===== src/rtl/fp_mult_pipe_if.sv =====
// fp_mult_pipe_if
// Stream bundle for the pipelined floating-point multiplier.
//   in_valid / in_ready / in_a / in_b      : operand stream (producer -> multiplier)
//   out_valid / out_ready / out_p / out_flags : result stream (multiplier -> consumer)
// Word layout of in_a, in_b, out_p: {sign, exp[EXP_W-1:0], frac[FRAC_W-1:0]}.
// out_flags: {invalid, overflow, underflow, inexact}.
// Handshake: a word moves across a stream exactly on a rising edge where
// valid and ready are both 1; while valid is high and ready is low the
// producer holds the word unchanged.
// Modports: master = the side that feeds operands and consumes results,
//           slave  = the multiplier.
interface fp_mult_pipe_if #(
    parameter int EXP_W  = 8,
    parameter int FRAC_W = 23
);
    localparam int W = 1 + EXP_W + FRAC_W;

    logic         in_valid;
    logic         in_ready;
    logic [W-1:0] in_a;
    logic [W-1:0] in_b;
    logic         out_valid;
    logic         out_ready;
    logic [W-1:0] out_p;
    logic [3:0]   out_flags;

    modport master (
        output in_valid, in_a, in_b, out_ready,
        input  in_ready, out_valid, out_p, out_flags
    );

    modport slave (
        input  in_valid, in_a, in_b, out_ready,
        output in_ready, out_valid, out_p, out_flags
    );
endinterface


===== src/rtl/fp_mult_pipe.sv =====
// fp_mult_pipe
// Pipelined IEEE-754-style multiplier, round-to-nearest-even, subnormals
// flushed to signed zero, full NaN/inf/zero handling.
// Ports:
//   clk  : clock, all state on the rising edge
//   rst  : synchronous active-high reset; clears every valid bit and the outputs
//   bus  : fp_mult_pipe_if.slave (operand stream in, product stream out)
// Pipeline: operand capture register, then S1 (decode/classify/sign/exponent
// sum), S2 (mantissa multiply), S3 (normalise/round/pack into the output
// registers). Operands accepted on edge k are presented after edge k+3.
// A stalled output freezes the whole pipe, bubbles included, so in_ready is
// simply the inverse of the output stall.
module fp_mult_pipe #(
    parameter int EXP_W  = 8,
    parameter int FRAC_W = 23
) (
    input logic            clk,
    input logic            rst,
    fp_mult_pipe_if.slave  bus
);
    localparam int W   = 1 + EXP_W + FRAC_W;
    localparam int MW  = FRAC_W + 1;
    localparam int PW  = 2 * MW;
    localparam int EW2 = EXP_W + 2;

    localparam logic [EXP_W-1:0]      EXP_ONES  = '1;
    localparam logic [EXP_W-1:0]      EXP_ZERO  = '0;
    localparam logic [FRAC_W-1:0]     FRAC_ZERO = '0;
    localparam logic [FRAC_W-1:0]     QNAN_FRAC = FRAC_W'(1) << (FRAC_W - 1);
    localparam logic signed [EW2-1:0] BIAS      = EW2'((1 << (EXP_W - 1)) - 1);
    localparam logic signed [EW2-1:0] E_OVF     = EW2'((1 << EXP_W) - 1);
    localparam logic signed [EW2-1:0] E_ZERO    = '0;

    // Operand class, already resolved by special-value precedence in S1.
    localparam logic [1:0] CLS_FIN  = 2'd0;
    localparam logic [1:0] CLS_ZERO = 2'd1;
    localparam logic [1:0] CLS_INF  = 2'd2;
    localparam logic [1:0] CLS_NAN  = 2'd3;

    // Operand capture
    logic                  v0_q, v0_d;
    logic [W-1:0]          a_q, a_d, b_q, b_d;
    // S1
    logic                  v1_q, v1_d;
    logic                  sign1_q, sign1_d;
    logic [1:0]            cls1_q, cls1_d;
    logic                  inv1_q, inv1_d;
    logic signed [EW2-1:0] exp1_q, exp1_d;
    logic [MW-1:0]         ma1_q, ma1_d, mb1_q, mb1_d;
    // S2
    logic                  v2_q, v2_d;
    logic                  sign2_q, sign2_d;
    logic [1:0]            cls2_q, cls2_d;
    logic                  inv2_q, inv2_d;
    logic signed [EW2-1:0] exp2_q, exp2_d;
    logic [PW-1:0]         prod2_q, prod2_d;
    // S3 / outputs
    logic                  out_valid_q, out_valid_d;
    logic [W-1:0]          out_p_q, out_p_d;
    logic [3:0]            out_flags_q, out_flags_d;

    logic stall;
    logic advance;

    assign stall         = out_valid_q & ~bus.out_ready;
    assign advance       = ~stall;
    assign bus.in_ready  = ~stall;
    assign bus.out_valid = out_valid_q;
    assign bus.out_p     = out_p_q;
    assign bus.out_flags = out_flags_q;

    // ---------------- S1 decode ----------------
    logic                  sa, sb;
    logic [EXP_W-1:0]      ea, eb;
    logic [FRAC_W-1:0]     fa, fb;
    logic                  a_zero, a_inf, a_nan, b_zero, b_inf, b_nan, inf_zero;
    logic [1:0]            cls_s1;
    logic signed [EW2-1:0] exp_sum;

    always_comb begin
        sa = a_q[W-1];
        ea = a_q[W-2 -: EXP_W];
        fa = a_q[FRAC_W-1:0];
        sb = b_q[W-1];
        eb = b_q[W-2 -: EXP_W];
        fb = b_q[FRAC_W-1:0];

        // exp==0 covers both true zero and flushed subnormals.
        a_zero = (ea == EXP_ZERO);
        a_inf  = (ea == EXP_ONES) && (fa == FRAC_ZERO);
        a_nan  = (ea == EXP_ONES) && (fa != FRAC_ZERO);
        b_zero = (eb == EXP_ZERO);
        b_inf  = (eb == EXP_ONES) && (fb == FRAC_ZERO);
        b_nan  = (eb == EXP_ONES) && (fb != FRAC_ZERO);
        inf_zero = (a_inf & b_zero) | (a_zero & b_inf);

        if (a_nan | b_nan | inf_zero)  cls_s1 = CLS_NAN;
        else if (a_inf | b_inf)        cls_s1 = CLS_INF;
        else if (a_zero | b_zero)      cls_s1 = CLS_ZERO;
        else                           cls_s1 = CLS_FIN;

        // Widened signed so that both overflow and underflow stay visible.
        exp_sum = $signed({2'b00, ea}) + $signed({2'b00, eb}) - BIAS;
    end

    // ---------------- S3 normalise / round / pack ----------------
    logic                  lead;
    logic [PW-2:0]         norm;
    logic [FRAC_W-1:0]     frac, frac_r;
    logic                  guard, sticky, round_up, carry;
    logic signed [EW2-1:0] e_fin;
    logic [W-1:0]          p_s3;
    logic [3:0]            flags_s3;

    always_comb begin
        lead = prod2_q[PW-1];
        // Drop the leading one so the fraction always starts at the top bit.
        norm = lead ? prod2_q[PW-2:0] : {prod2_q[PW-3:0], 1'b0};
        frac   = norm[PW-2 -: FRAC_W];
        guard  = norm[PW-2-FRAC_W];
        sticky = |norm[PW-3-FRAC_W:0];
        round_up = guard & (sticky | frac[0]);
        {carry, frac_r} = {1'b0, frac} + {{FRAC_W{1'b0}}, round_up};
        e_fin = exp2_q + $signed({{(EW2-1){1'b0}}, lead})
                       + $signed({{(EW2-1){1'b0}}, carry});

        p_s3     = {sign2_q, EXP_ZERO, FRAC_ZERO};
        flags_s3 = 4'b0000;
        case (cls2_q)
            CLS_NAN: begin
                p_s3     = {1'b0, EXP_ONES, QNAN_FRAC};
                flags_s3 = {inv2_q, 3'b000};
            end
            CLS_INF: begin
                p_s3 = {sign2_q, EXP_ONES, FRAC_ZERO};
            end
            CLS_ZERO: begin
                p_s3 = {sign2_q, EXP_ZERO, FRAC_ZERO};
            end
            default: begin
                if (e_fin >= E_OVF) begin
                    p_s3     = {sign2_q, EXP_ONES, FRAC_ZERO};
                    flags_s3 = 4'b0101;
                end else if (e_fin <= E_ZERO) begin
                    p_s3     = {sign2_q, EXP_ZERO, FRAC_ZERO};
                    flags_s3 = 4'b0011;
                end else begin
                    p_s3     = {sign2_q, e_fin[EXP_W-1:0], frac_r};
                    flags_s3 = {3'b000, guard | sticky};
                end
            end
        endcase
    end

    // ---------------- next state ----------------
    always_comb begin
        v0_d        = v0_q;
        a_d         = a_q;
        b_d         = b_q;
        v1_d        = v1_q;
        sign1_d     = sign1_q;
        cls1_d      = cls1_q;
        inv1_d      = inv1_q;
        exp1_d      = exp1_q;
        ma1_d       = ma1_q;
        mb1_d       = mb1_q;
        v2_d        = v2_q;
        sign2_d     = sign2_q;
        cls2_d      = cls2_q;
        inv2_d      = inv2_q;
        exp2_d      = exp2_q;
        prod2_d     = prod2_q;
        out_valid_d = out_valid_q;
        out_p_d     = out_p_q;
        out_flags_d = out_flags_q;

        if (advance) begin
            // in_ready is 1 whenever we advance, so in_valid alone marks a transfer.
            v0_d        = bus.in_valid;
            a_d         = bus.in_a;
            b_d         = bus.in_b;

            v1_d        = v0_q;
            sign1_d     = sa ^ sb;
            cls1_d      = cls_s1;
            inv1_d      = inf_zero;
            exp1_d      = exp_sum;
            ma1_d       = {1'b1, fa};
            mb1_d       = {1'b1, fb};

            v2_d        = v1_q;
            sign2_d     = sign1_q;
            cls2_d      = cls1_q;
            inv2_d      = inv1_q;
            exp2_d      = exp1_q;
            prod2_d     = PW'(ma1_q) * PW'(mb1_q);

            out_valid_d = v2_q;
            out_p_d     = p_s3;
            out_flags_d = flags_s3;
        end
    end

    always_ff @(posedge clk) begin
        if (rst) begin
            v0_q        <= 1'b0;
            a_q         <= '0;
            b_q         <= '0;
            v1_q        <= 1'b0;
            sign1_q     <= 1'b0;
            cls1_q      <= CLS_ZERO;
            inv1_q      <= 1'b0;
            exp1_q      <= '0;
            ma1_q       <= '0;
            mb1_q       <= '0;
            v2_q        <= 1'b0;
            sign2_q     <= 1'b0;
            cls2_q      <= CLS_ZERO;
            inv2_q      <= 1'b0;
            exp2_q      <= '0;
            prod2_q     <= '0;
            out_valid_q <= 1'b0;
            out_p_q     <= '0;
            out_flags_q <= 4'b0000;
        end else begin
            v0_q        <= v0_d;
            a_q         <= a_d;
            b_q         <= b_d;
            v1_q        <= v1_d;
            sign1_q     <= sign1_d;
            cls1_q      <= cls1_d;
            inv1_q      <= inv1_d;
            exp1_q      <= exp1_d;
            ma1_q       <= ma1_d;
            mb1_q       <= mb1_d;
            v2_q        <= v2_d;
            sign2_q     <= sign2_d;
            cls2_q      <= cls2_d;
            inv2_q      <= inv2_d;
            exp2_q      <= exp2_d;
            prod2_q     <= prod2_d;
            out_valid_q <= out_valid_d;
            out_p_q     <= out_p_d;
            out_flags_q <= out_flags_d;
        end
    end
endmodule


===== src/flat_wrapper.sv =====
// flat-port wrapper written by rule: the top's interface ports become plain ports
module fp_mult_pipe_flat 
#(
    parameter int EXP_W  = 8,
    parameter int FRAC_W = 23
)
  (clk, rst, bus_in_valid, bus_in_a, bus_in_b, bus_out_ready, bus_in_ready, bus_out_valid, bus_out_p, bus_out_flags);
  fp_mult_pipe_if #(.EXP_W(EXP_W), .FRAC_W(FRAC_W)) bus_i ();
  input logic clk;
  input logic rst;
  input wire logic [$bits(bus_i.in_valid)-1:0] bus_in_valid;
  input wire logic [$bits(bus_i.in_a)-1:0] bus_in_a;
  input wire logic [$bits(bus_i.in_b)-1:0] bus_in_b;
  input wire logic [$bits(bus_i.out_ready)-1:0] bus_out_ready;
  output wire logic [$bits(bus_i.in_ready)-1:0] bus_in_ready;
  output wire logic [$bits(bus_i.out_valid)-1:0] bus_out_valid;
  output wire logic [$bits(bus_i.out_p)-1:0] bus_out_p;
  output wire logic [$bits(bus_i.out_flags)-1:0] bus_out_flags;
  assign bus_i.in_valid = bus_in_valid;
  assign bus_i.in_a = bus_in_a;
  assign bus_i.in_b = bus_in_b;
  assign bus_i.out_ready = bus_out_ready;
  assign bus_in_ready = bus_i.in_ready;
  assign bus_out_valid = bus_i.out_valid;
  assign bus_out_p = bus_i.out_p;
  assign bus_out_flags = bus_i.out_flags;
  fp_mult_pipe #(.EXP_W(EXP_W), .FRAC_W(FRAC_W)) u_core (.clk(clk), .rst(rst), .bus(bus_i));
endmodule

===== config.mk =====
export PLATFORM = sky130hd
export DESIGN_NAME = fp_mult_pipe_flat
export DESIGN_NICKNAME = d
export VERILOG_FILES = /design/src/rtl/fp_mult_pipe_if.sv /design/src/rtl/fp_mult_pipe.sv /design/src/flat_wrapper.sv
export SDC_FILE = /design/constraint.sdc
export NUM_CORES = 2
export LEC_CHECK = 0
export ABC_AREA = 1
export CORE_MARGIN = 2
export CORE_UTILIZATION = 50
export CTS_CLUSTER_SIZE = 14
export DETAILED_ROUTE_END_ITERATION = 6
export DONT_BUFFER_PORTS = 1
export HOLD_SLACK_MARGIN = 0.08
export PLACE_DENSITY = 0.76
export SYNTH_ARGS = -nofsm -noshare
export SYNTH_HDL_FRONTEND = slang
export SYNTH_SLANG_ARGS = --single-unit

===== constraint.sdc =====
create_clock -name clk -period 6.91 [get_ports clk]
set_input_delay 0.691 -clock clk [delete_from_list [all_inputs] [get_ports clk]]
set_output_delay 0.691 -clock clk [all_outputs]
set_load 0.02 [all_outputs]

Word level (Yosys, flattened, before mapping)
Index checks and enable logic that the tools add are counted.

Bits in registers: 228. Input port bits: 68. Output and inout bits: 38. Logic and storage cells: 68.

$add $sub $neg: 5. $mul: 1. Magnitude comparators: 2. Eq/ne operators: 5. Muxes and demuxes: 10. Bitwise operators: 14. Reductions and logical operators: 12.

Operators with widths (count): 32-bit one-hot mux with 3 select lines (1); 31-bit two-way mux (2); 24-bit by 24-bit multiplier with 48-bit output (1); 47-bit two-way mux (1); 23-bit zero test (2); 23-bit nonzero test (2); 23-bit by 1-bit adder with 24-bit output (1); 23-bit OR reduction (1); 10-bit by 2-bit adder with 10-bit output (2); 8-bit equality test (second input constant) (2); 8-bit zero test (2); 10-bit by 9-bit >= comparator with 1-bit output (second input constant) (1); 10-bit by 1-bit less-or-equal comparator with 1-bit output (second input constant) (1); 10-bit by 8-bit subtractor with 10-bit output (second input constant) (1); 8-bit by 8-bit adder with 9-bit output (1); 4-bit one-hot mux with 2 select lines (1); 1-bit OR (7); 2-bit two-way mux (3); 1-bit bitwise AND (4); 2-bit equality test (second input constant) (2); 1-bit logical AND (4); 4-bit two-way mux (1); 2-bit by 1-bit equality test with 1-bit output (second input constant) (1); 1-bit NOT (2); 3 further kinds (3).

Longest topological paths before layout
Word-level depth: 10. Gate-level depth with buffers: 32. Mapped depth without buffers: 30.

Worst setup path after synthesis
Ideal clock, no wire load.

Kind: register -> register. From: register u_core.mb1_q[3]. To: register u_core.prod2_q[41]. Library setup time: 117 ps. Arrival time: 5970 ps. Required time: 6793 ps. Setup slack: 823 ps. Stages on the path, launching flop included: 30. Buffers on the path: 2. Period minus slack after synthesis: 6087 ps. Cells stage by stage: dfxtp_1 -> clkbuf_1 -> clkbuf_1 -> nand2_1 -> fa_1 -> inv_1 -> fa_1 -> inv_1 -> fa_1 -> inv_1 -> fa_1 -> inv_1 -> fa_1 -> inv_1 -> fa_1 -> inv_1 -> fa_1 -> inv_1 -> ha_1 -> nand2_1 -> nor2_1 -> inv_1 -> o21ai_0 -> nand2_1 -> nand3_1 -> nand2_1 -> nand3_1 -> nand2_1 -> nor2_1 -> nor2_1.

Longest elaborated chain between the ends: 1.

RTL lines: start: declaration (RTL line fp_mult_pipe.sv:49) `logic [MW-1:0] ma1_q, ma1_d, mb1_q, mb1_d;`; start signal: assignment (RTL line fp_mult_pipe.sv:235) `mb1_q <= mb1_d;`; 24-bit by 24-bit multiplier with 48-bit output (RTL line fp_mult_pipe.sv:196) `prod2_d = PW'(ma1_q) * PW'(mb1_q);`; end signal: assignment (RTL line fp_mult_pipe.sv:241) `prod2_q <= prod2_d;`; end: declaration (RTL line fp_mult_pipe.sv:56) `logic [PW-1:0] prod2_q, prod2_d;`.

Every way passes these cells. A chain may end at the register's enable or synchronous reset.

Worst setup path after layout
From: register u_core.mb1_q[16]. To: register u_core.prod2_q[44].

The elaborated chain is that of the path after synthesis.

==> metrics.cfg <==
[cts]
cts_made_buffers = 25
htreeDepth = 1
clockRootBuffer = clkbuf_16
clock_latency_ps = 560
cts_hold_buf = 0
cts_sinks = 227
cts_tree = built
cts_buffer_depth = 3
clk_pin_slew_ps = 70

[critical_path]
worstPathRequired_ps = 7360
path_class = reg -> reg
crit_buf_inv = 5
crit_chain = buf_4, nand2_1, fa_1, inv_1, fa_1, fa_1, fa_1, fa_1, fa_1, inv_1, fa_1, inv_1, ha_1, a21oi_1, o21ai_0, a21oi_1, nor2_1, nor2_1, nand2_1, nand2_1, nand3_1, nand2_1, inv_1
cpMostUsedCell = fa_1
crit_path_end_kind = flop
setup.worst_path.start_class = flop
cpLargestDelayFamily = adder cells
worstPathMaxFanout = 14
critPathArrivalTime_ps = 7030
crit_slowest_cell = dfxtp_1
slowest_delay_ps = 760

[placement]
portBuffers = 0
dpl.hpwl_um = 62390
placedCellCount = 4821
routabilityCongestion = 0.9524
place_area_sq_um = 31110

[floorplanning]
fp.dieH_um = 250.4
core_region_area_sq_um = 60250
initial_core_util_pct = 50.40
ios = 106
rows = 90
die_width_um = 250.4
dieArea_sq_um = 62720

[sta]
hold_viol_final = 0
rsz0062_at_grt = no
tns_ps = 0
fin_crit_sh_pct = 95.30
slew-limit-headroom_pct = 32.09
skew_ps = 26.25
max_freq_ghz = 0.1519
slew_violations = 0
period_minus_slack_ps = 6585
worst_pin_slew_ps = 1019
setup_violations = 0

[global_routing]
grt_pass1_wl_um = 128700
grt_pass1_vias = 25920
overflow = 0
antenna_found_initial = 3
grt_usage_pct = 25.16
grt_max_degree = 136

[job]
drv_cap = 0

[layout]
layout.nets = 4804
drive_gt1_share_pct = 4.700
area_growth_pct = 5.253
fin_cells = 4868
finish.instance_area_sq_um = 31960

[yosys]
synth_fa_ha_area_share_pct = 39.57
ys_seq_area_share_pct = 14.96
synth_xor_area_share_pct = 1.207
synth.largest_area_cell = fa_1
ys_ff_latch = 227
synth.area.top_cells = fa_1 (32%), dfxtp_1 (15%), inv_1 (14%)
synth_top_family_by_area = adder cells
yosysWarnings = 0
synth_area_per_cell_sq_um = 7.263
synth_cell_types = 46
syn_inst = 4181
synth_simple_gate_area_share_pct = 18.79
synthMuxAreaShare_pct = 0
syn_nets = 4919
synth_area_sq_um = 30370
synth_compound_area_share_pct = 8.752
netlist.area_leader.share_pct = 31.91

[pwr]
vdd_drop_max_uv = 195.8
power_per_cell_area_nw_per_um2 = 136.8
power.leakage_nw = 18.21

[worst_hold_path]
hp-class = in -> reg

[detailed_routing]
dr.pass1.iters = 7
wl_per_cell_um = 15.56
avgViaCountPerCell = 5.113
via_count = 24890
ant_nets = 0
drt_iter0_drc = 1917
wl_um = 75740
remaining_drc_errors = 0

[status]
status = completed

[Yosys cell counts, drive strengths merged]
cell type  instances
inv             1118
nand2           1007
fa               484
o21ai            233
dfxtp            227
a21oi            221
nor2             208
clkbuf           197
ha               186
nand3            119
nand4             41
o21bai            30
xor2              30
buf               25
xnor2             11
nor3               9
nand3b             8
o211ai             5
o21a               4
or2                4
a21o               2
a31oi              2
nor3b              2
nor4               2
a21boi             1
a22o               1
and2               1
clkinv             1
nand2b             1
o31ai              1
[cell usage in the layout, fill, tap and decap left out, drive strengths merged, types with 2 or more instances in the layout]
cell      instances
inv            1122
nand2          1007
fa              484
o21ai           233
dfxtp           227
a21oi           221
nor2            208
ha              186
nand3           119
buf              80
nand4            41
clkbuf           31
o21bai           30
xor2             30
xnor2            11
nor3              9
nand3b            8
clkinv            8
o211ai            5
or2               4
o21a              4
clkinvlp          3
nor4              2
nor3b             2
a21o              2
a31oi             2
[path summary, 6_finish.rpt]
kind	startpoint	end	slack, ps	cells past startpoint
max reg2reg	u_core.mb1_q[16]$_SDFFE_PP0N_	u_core.prod2_q[44]$_SDFFE_PP0N_	320	23
min reg2reg	u_core.exp1_q[1]$_SDFFE_PP0N_	u_core.exp1_q[1]$_SDFFE_PP0N_	480	2
max	u_core.mb1_q[16]$_SDFFE_PP0N_	u_core.prod2_q[44]$_SDFFE_PP0N_	320	23
min	rst	u_core.bus.out_valid$_SDFFE_PP0N_	210	1
[sequential cells by signal (all words and copies together), names as in the netlist, 2 cells and up]
signal	count
u_core.mb1_q	24
u_core.cls2_q	2
u_core.bus.out_flags	4
u_core.cls1_q	2
u_core.bus.out_p	32
u_core.a_q	32
u_core.exp1_q	10
u_core.ma1_q	23
u_core.b_q	32
u_core.exp2_q	10
u_core.prod2_q	48
[power by group]
part | switching [W] | total, W | leakage [nW] | internal (W)
clock | 0.000583 | 0.00134 | 0.399 | 0.000753
combinational | 0.000963 | 0.00148 | 15.9 | 0.000520
sequential | 0.000131 | 0.00155 | 1.88 | 0.00142
[layer usage]
layer	vias to the layer above	global-route usage (%)	part of all wire, %
met1	12010	32.16	42
met5	-	0	0.038
met4	4	8.212	3.4
li1	11970	-	-
met2	725	44.14	49
met3	184	3.263	6.1
[what timing repair did]
item,CTS,global route
setup endpoints to repair,0,18
gates resized for setup,0,20
setup buffers,0,0
[kinds of logic after synthesis]
family / count (synthesis)
simple gates: 1402
buf+inv: 1341
fa+ha+maj: 670
compound gates: 500
flops: 227
xor+xnor: 41
[final cells by class]
type | instances | area (sq um)
Sequential cell | 227 | 4568
Fill cell | 5667 | 28280
Clock buffer | 31 | 688.2
Inverter | 1119 | 4208
Multi-Input combinational cell | 2613 | 20760
Timing Repair Buffer | 80 | 625.6
Clock inverter | 15 | 133.9
Tap cell | 782 | 978.4
Antenna cell | 1 | 2.502
[metrics by stage]
stage | hold WS, ps | setup WS, ps | util [%] | total power, W
final | 207.2 | 325.0 | 53.05 | 0.004372
after global routing | 204.7 | 6.030 | 53.05 | 0.004661
after CTS | 189.2 | 243.4 | 53.01 | 0.004391
after detailed placement | 468.0 | 279.9 | 51.64 | 0.003049
after global placement | 449.2 | 274.9 | 51.64 | 0.003028
after floorplan | 440.9 | 823.2 | - | 0.002591
Note: power is estimated with default switching activity, not from simulation.
